## config.mk

```make
export PLATFORM = sky130hd
export DESIGN_NAME = rf_scrubber
export DESIGN_NICKNAME = d
export VERILOG_FILES = /design/src/rtl/rf_scrubber_pkg.sv /design/src/rtl/rf_scrubber_dec.sv /design/src/rtl/rf_scrubber.sv
export SDC_FILE = /design/constraint.sdc
export NUM_CORES = 1
export LEC_CHECK = 0
export CORE_AREA = 2 2 134 97
export CTS_CLUSTER_SIZE = 20
export DETAILED_ROUTE_END_ITERATION = 8
export DIE_AREA = 0 0 136 99
export GPL_TIMING_DRIVEN = 0
export PLACE_DENSITY = 0.66
export SYNTH_ARGS = -nofsm -noshare
export SYNTH_HDL_FRONTEND = slang
export SYNTH_SLANG_ARGS = --single-unit
```

## constraint.sdc

```tcl
create_clock -name s_clk_i -period 5.6 [get_ports s_clk_i]
set_input_delay 1.12 -clock s_clk_i [delete_from_list [all_inputs] [get_ports s_clk_i]]
set_output_delay 1.12 -clock s_clk_i [all_outputs]
set_load 0.02 [all_outputs]
```

## src/rtl/rf_scrubber_pkg.sv

```systemverilog
`default_nettype none
// +--------------------------------------------------------------------+
// | rf_scrubber_pkg: scrub FSM states and the SEC-DED (39,32) code     |
// | Rev 1.0                                                            |
// +--------------------------------------------------------------------+
package rf_scrubber_pkg;

  localparam int SECDED_W  = 39;
  localparam int SECDED_DW = 32;
  localparam int SECDED_PW = 6;

  typedef enum logic [1:0] {
    S_IDLE  = 2'd0,
    S_READ  = 2'd1,
    S_WRITE = 2'd2
  } scrub_state_t;

  // Codeword bit p is Hamming position p; bit 0 holds overall parity.
  // Mask k selects every position whose index has bit k set.
  localparam logic [SECDED_W-1:0] SECDED_M0 = 39'h2AAAAAAAAA;
  localparam logic [SECDED_W-1:0] SECDED_M1 = 39'h4CCCCCCCCC;
  localparam logic [SECDED_W-1:0] SECDED_M2 = 39'h70F0F0F0F0;
  localparam logic [SECDED_W-1:0] SECDED_M3 = 39'h00FF00FF00;
  localparam logic [SECDED_W-1:0] SECDED_M4 = 39'h00FFFF0000;
  localparam logic [SECDED_W-1:0] SECDED_M5 = 39'h7F00000000;

  function automatic logic [SECDED_PW-1:0] secded_syn(input logic [SECDED_W-1:0] cw);
    return {^(cw & SECDED_M5), ^(cw & SECDED_M4), ^(cw & SECDED_M3),
            ^(cw & SECDED_M2), ^(cw & SECDED_M1), ^(cw & SECDED_M0)};
  endfunction

  function automatic logic [SECDED_DW-1:0] secded_data(input logic [SECDED_W-1:0] cw);
    return {cw[38:33], cw[31:17], cw[15:9], cw[7:5], cw[3]};
  endfunction

  function automatic logic [SECDED_W-1:0] secded_enc(input logic [SECDED_DW-1:0] data);
    logic [SECDED_W-1:0]  cw;
    logic [SECDED_PW-1:0] syn;
    cw         = '0;
    cw[38:33]  = data[31:26];
    cw[31:17]  = data[25:11];
    cw[15:9]   = data[10:4];
    cw[7:5]    = data[3:1];
    cw[3]      = data[0];
    syn        = secded_syn(cw);
    cw[1]      = syn[0];
    cw[2]      = syn[1];
    cw[4]      = syn[2];
    cw[8]      = syn[3];
    cw[16]     = syn[4];
    cw[32]     = syn[5];
    cw[0]      = ^cw[SECDED_W-1:1];
    return cw;
  endfunction

endpackage
`default_nettype wire

```

## src/rtl/rf_scrubber_dec.sv

```systemverilog
`default_nettype none
// +--------------------------------------------------------------------+
// | secded_dec: combinational SEC-DED decode with re-encoded output    |
// | Rev 1.0                                                            |
// +--------------------------------------------------------------------+
module secded_dec
  import rf_scrubber_pkg::*;
(
  input  logic [SECDED_W-1:0]  cw_i,
  output logic [SECDED_DW-1:0] data_o,
  output logic                 ce_o,
  output logic                 uce_o,
  output logic [SECDED_W-1:0]  cw_o
);

  logic [SECDED_PW-1:0] syn;
  logic                 par;
  logic [SECDED_W-1:0]  fixed;

  always_comb begin
    syn   = secded_syn(cw_i);
    par   = ^cw_i;
    fixed = cw_i;
    ce_o  = 1'b0;
    uce_o = 1'b0;
    // Odd overall parity means one flip at position syn; a syndrome past
    // the last position can only come from a multi-bit upset.
    if (par) begin
      if (syn < SECDED_PW'(SECDED_W)) begin
        ce_o  = 1'b1;
        fixed = cw_i ^ (SECDED_W'(1) << syn);
      end else begin
        uce_o = 1'b1;
      end
    end else if (syn != '0) begin
      uce_o = 1'b1;
    end
    data_o = secded_data(fixed);
    cw_o   = secded_enc(data_o);
  end

endmodule
`default_nettype wire

```

## src/rtl/rf_scrubber.sv

```systemverilog
`default_nettype none
// +--------------------------------------------------------------------+
// | rf_scrubber: background SEC-DED scrubber for the register file     |
// | Rev 1.0                                                            |
// +--------------------------------------------------------------------+
module rf_scrubber
  import rf_scrubber_pkg::*;
#(
  parameter int DW     = SECDED_DW,
  parameter int W      = SECDED_W,
  parameter int N      = 32,
  parameter int ADDW   = $clog2(N),
  parameter int PERIOD = 64,
  parameter int CNTW   = 8
) (
  input  logic            s_clk_i,
  input  logic            s_rst_i,
  input  logic            s_en_i,
  input  logic            s_core_we_i,
  input  logic [ADDW-1:0] s_core_wadd_i,
  output logic [ADDW-1:0] s_radd_o,
  input  logic [W-1:0]    s_rdata_i,
  output logic            s_we_o,
  output logic [ADDW-1:0] s_wadd_o,
  output logic [W-1:0]    s_wval_o,
  output logic            s_ce_o,
  output logic            s_uce_o,
  output logic [ADDW-1:0] s_uce_add_o,
  output logic [CNTW-1:0] s_ce_cnt_o
);

  localparam int              PCW        = $clog2(PERIOD + 1);
  localparam logic [ADDW-1:0] FIRST_ADDR = ADDW'(1);
  localparam logic [ADDW-1:0] LAST_ADDR  = ADDW'(N - 1);
  localparam logic [PCW-1:0]  RELOAD     = PCW'(PERIOD - 1);

  scrub_state_t    state_q, state_d;
  logic [ADDW-1:0] addr_q, addr_d;
  logic [PCW-1:0]  cnt_q, cnt_d;
  logic [W-1:0]    wval_q, wval_d;
  logic            ce_q, ce_d;
  logic            uce_q, uce_d;
  logic [ADDW-1:0] uce_add_q, uce_add_d;
  logic [CNTW-1:0] ce_cnt_q, ce_cnt_d;

  logic [DW-1:0]   dec_data_unused;
  logic            dec_ce;
  logic            dec_uce;
  logic [W-1:0]    dec_cw;
  logic            core_hit;
  logic [ADDW-1:0] addr_inc;

  secded_dec u_dec (
    .cw_i   (s_rdata_i),
    .data_o (dec_data_unused),
    .ce_o   (dec_ce),
    .uce_o  (dec_uce),
    .cw_o   (dec_cw)
  );

  assign core_hit = s_core_we_i && (s_core_wadd_i == addr_q);
  assign addr_inc = (addr_q == LAST_ADDR) ? FIRST_ADDR : addr_q + ADDW'(1);

  always_comb begin
    state_d   = state_q;
    addr_d    = addr_q;
    cnt_d     = cnt_q;
    wval_d    = wval_q;
    ce_d      = 1'b0;
    uce_d     = 1'b0;
    uce_add_d = uce_add_q;
    ce_cnt_d  = ce_cnt_q;
    case (state_q)
      S_IDLE: begin
        if (s_en_i) begin
          if (cnt_q == '0) begin
            state_d = S_READ;
            cnt_d   = RELOAD;
          end else begin
            cnt_d = cnt_q - PCW'(1);
          end
        end
      end
      S_READ: begin
        state_d = S_IDLE;
        addr_d  = addr_inc;
        // A same-cycle core write makes the sampled word stale; drop it.
        if (!core_hit) begin
          if (dec_uce) begin
            uce_d     = 1'b1;
            uce_add_d = addr_q;
          end else if (dec_ce) begin
            ce_d    = 1'b1;
            wval_d  = dec_cw;
            addr_d  = addr_q;
            state_d = S_WRITE;
            if (ce_cnt_q != '1) begin
              ce_cnt_d = ce_cnt_q + CNTW'(1);
            end
          end
        end
      end
      S_WRITE: begin
        // Core owns the port while it writes; its data to our target supersedes ours.
        if (!s_core_we_i || core_hit) begin
          state_d = S_IDLE;
          addr_d  = addr_inc;
        end
      end
      default: state_d = S_IDLE;
    endcase
  end

  always_ff @(posedge s_clk_i) begin
    if (s_rst_i) begin
      state_q   <= S_IDLE;
      addr_q    <= FIRST_ADDR;
      cnt_q     <= RELOAD;
      wval_q    <= '0;
      ce_q      <= 1'b0;
      uce_q     <= 1'b0;
      uce_add_q <= '0;
      ce_cnt_q  <= '0;
    end else begin
      state_q   <= state_d;
      addr_q    <= addr_d;
      cnt_q     <= cnt_d;
      wval_q    <= wval_d;
      ce_q      <= ce_d;
      uce_q     <= uce_d;
      uce_add_q <= uce_add_d;
      ce_cnt_q  <= ce_cnt_d;
    end
  end

  assign s_radd_o    = (state_q == S_READ && !s_rst_i) ? addr_q : '0;
  assign s_we_o      = (state_q == S_WRITE) && !s_core_we_i && !s_rst_i;
  assign s_wadd_o    = (state_q == S_WRITE && !s_rst_i) ? addr_q : '0;
  assign s_wval_o    = (state_q == S_WRITE && !s_rst_i) ? wval_q : '0;
  assign s_ce_o      = ce_q;
  assign s_uce_o     = uce_q;
  assign s_uce_add_o = uce_add_q;
  assign s_ce_cnt_o  = ce_cnt_q;

endmodule
`default_nettype wire

```

==> key figures <==
Clock network
  – CTS Buf Count: 9
  – Hold Buf Count CTS: 0
  – H-tree lvl count: 3
  – CTS tree: yes
  – Clock buffer depth: 2
  – Worst-path clk slew: approximately 0.050 ns
  – Clock Latency Late Sink: 0.33 ns
  – CTS sink count: 68
  – Root Buffer: clkbuf_16

STA
  – Crit path time final: 5.384 ns
  – Max Freq: 0.1857 GHz
  – Slew Limit Headroom: 43.80%
  – Final worst path period share: 96.14%
  – Final hold violations: 0
  – Setup Skew: 0.005299 ns
  – Worst Max-Slew Pin Slew: 0.8370 ns
  – Final Max Slew Viols: 0
  – Final worst setup slack: about 0.22 ns
  – Unrepaired setup endpoints after global routing: false
  – Setup violators final: 0

Worst setup path
  – Reg-to-Reg Start: addr_q[0]
  – Cell mode on critical path: xnor3_1
  – Startpoint types: input port
  – Crit end category: flop
  – Slowest-stage cell, CP: clkdlybuf4s50_1
  – Critical path's largest stage delay: 0.56 ns
  – Kind of critical path: input port to flop
  – Arrival time worst endpoint: 5.58 ns
  – Setup crit start: s_rdata_i[5]
  – Worst EP required: 5.79 ns
  – Critical-path cell list: clkdlybuf4s50_1, xnor2_1, xnor3_1, xnor3_1, xnor2_2, nand2_1, nand4_1, xor2_1, xnor3_1, xnor3_1, xnor2_1, xnor3_1, nand2_1, a21oi_1
  – Reg2reg path depth: 11
  – Worst R2R Setup Slack: roughly 2.4 ns
  – Worst Path Max Fanout: 9
  – Reg-to-Reg End: addr_q[0]

Yosys
  – Dominant synthesized flop cell: dfxtp_1
  – Yosys warns: 0
  – Synthesized flop and latch total: 68
  – Synth area leaders: dfxtp_1 (27%), xnor2_1 (15%), xor2_1 (9.6%)
  – EDFF count, synth: 0
  – Synth Net Count: 644
  – Yosys top cell by area: dfxtp_1
  – Yosys cell types: 42
  – Sequential share of the synthesized area: a little over a quarter
  – Mapped Cells: ~600
  – Async set-reset flop share out of synthesis: 0%
  – Post-synthesis instance area: 0.005041 mm2
  – Top cell type's share of synthesized area: 27.00%
  – Post-Syn Area per Cell: between 8 and 9 um2

Cells and area
  – Area growth syn-to-layout: 32.61%
  – Finished Layout Cells: slightly below 900
  – Layout fillers: 1186
  – FF+latch area: 0.001361 mm2
  – # diodes: 0
  – Area of the multi-input gates: 0.003578 mm2
  – Nets: 766
  – Share of cells above drive strength 1: 5.742%

Place
  – Final weighted congestion of routability-driven global placement: 0.9359
  – Pre-CTS WS: -0.1880 ns
  – Placed cells: between 800 and 900
  – Buffers added on ports: 111
  – Post-DP HPWL: between 10000 and 15000 um

Power
  – VDD IR-drop max: 0.2365 mV
  – Tot Pwr: 2.254 mW
  – Leak: ~2.3 nW
  – Pwr per Cell Area: 337.2 mW/mm2

Die
  – Core Rows: 34
  – I/O Pins: 113
  – Die Y: 99 um
  – Die width: 136 um
  – Initial Util: 41.43%
  – Die area: 0.01346 mm2
  – Core area: 0.01217 mm2

Worst hold path
  – Hold path depth: 2
  – WHS Endpoint: wval_q[0]
  – Hold_sp: wval_q[0]
  – Hold Crit Class: flop to flop

GRT
  – Initial antenna violation count: 0
  – First-pass GRT wire length: 23880 um
  – Largest net degree at the start of global routing: 11
  – Vias in the first global route: around 4300
  – Gr ovfl total: 0
  – Overall routing resource usage: 23.37%

Route
  – Wire per inst: about 17 um
  – DR vias/cell: 5.220
  – DR vias: ~4600
  – Initial drt markers: 276
  – # DRC: 0
  – Drt total wl: 15310 um
  – Detail Route Antenna Nets: 0
  – DRT Pass-1 Iters: 6

Job
  – Max-cap violations: 0

Status
  – Status: finished clean
==> Yosys cell counts, types with 12 or more instances <==
cell type	count
nor2_1	70
nand3_1	13
dfxtp_1	68
nand2_1	39
and2_1	52
nand4_1	15
clkbuf_1	25
xnor2_2	12
a21oi_1	15
xor2_1	55
a211oi_1	35
xnor2_1	85
nor3_1	16
==> placed cells by master, fill, tap and decap left out, drive strengths merged, types with 8 or more instances in the layout <==
cell           netlist  routed
mux2i                9       9
xnor2               97      97
inv                  8       8
and2                52      52
dfxtp               68      68
nand3               13      13
nand2               39      39
a21oi               15      15
nand4               15      15
clkdlybuf4s50        0     111
nor3                16      16
a211oi              36      36
xor2                56      56
clkbuf              25      37
xnor3               11      11
nor2                70      70
o21ai                9       9
==> report_power, final <==
group / switching, mW / total [mW] / internal [mW]
logic: 0.732 / 1.21 / 0.476
registers: 0.00102 / 0.487 / 0.486
clock network: 0.196 / 0.559 / 0.363
total: 0.929 / 2.25 / 1.32
==> worst max path at each step <==
stage,endpoint,cells after the start
finish,wval_q[0],14
global route,wval_q[0],15
CTS,wval_q[0],13
detailed placement,wval_q[0],13
global placement,wval_q[0],13
floorplan,wval_q[0],12
==> critical path: cells and delay by family <==
kind                      cells  cell delay (ns)
AOI/OAI and AO/OA             1             0.07
and+or+nand+nor               3             0.73
xor gates and xnor gates      9             3.11
buffers and inverters         1             0.56
==> stage by stage <==
step / hold slack [ns] / cell area, um2 / utilization [%] / setup TNS (ns)
final: 0.4459 / 6685 / 54.95 / 0
after global routing: 0.4715 / 6685 / 54.95 / 0
after CTS: 0.4486 / 6646 / 54.63 / 0
after detailed placement: 0.4432 / 6355 / 52.23 / -0.2671
after global placement: 0.4394 / 6355 / 52.23 / -0.1581
after floorplan: 0.4273 / 5041 / - / 0
==> state kept, by name, indices dropped and copies added (netlist names) <==
| signal | count |
|---|---|
| addr_q | 5 |
| cnt_q | 7 |
| s_ce_cnt_o | 8 |
| s_ce_o | 1 |
| s_uce_add_o | 5 |
| s_uce_o | 1 |
| state_q | 2 |
| wval_q | 39 |
==> area by class of cell <==
cell class	count	area share, %
timing repair buffer	111	16.62
inverter	8	0.4492
multi-input combinational	485	53.53
sequential	68	20.36
buffer	28	1.647
tap	162	3.032
clock buffer	12	3.837
clock inverter	2	0.5241
==> timing repair <==
action | CTS | global route
endpoints found under the setup margin | 0 | 2
buffers inserted | 0 | 0
gates resized for setup | 0 | 9
==> layer usage <==
layer	track usage, %	up-vias	share of wire (%)
met5	0	-	0
met4	4.087	0	0.80
met3	5.916	16	6.1
met2	34.83	134	43
met1	34.35	2182	50
li1	-	2241	-
==> logic make-up after synthesis <==
kind of cell               share of synthesized area, %
adders and majority gates                         1.737
and+or+nand+nor                                   22.96
DFF                                               27.00
xor gates and xnor gates                          33.43
AOI/OAI and AO/OA                                 10.33
buffers and inverters                             2.755
muxes                                             1.787
Power figures use the tool's default switching activity.
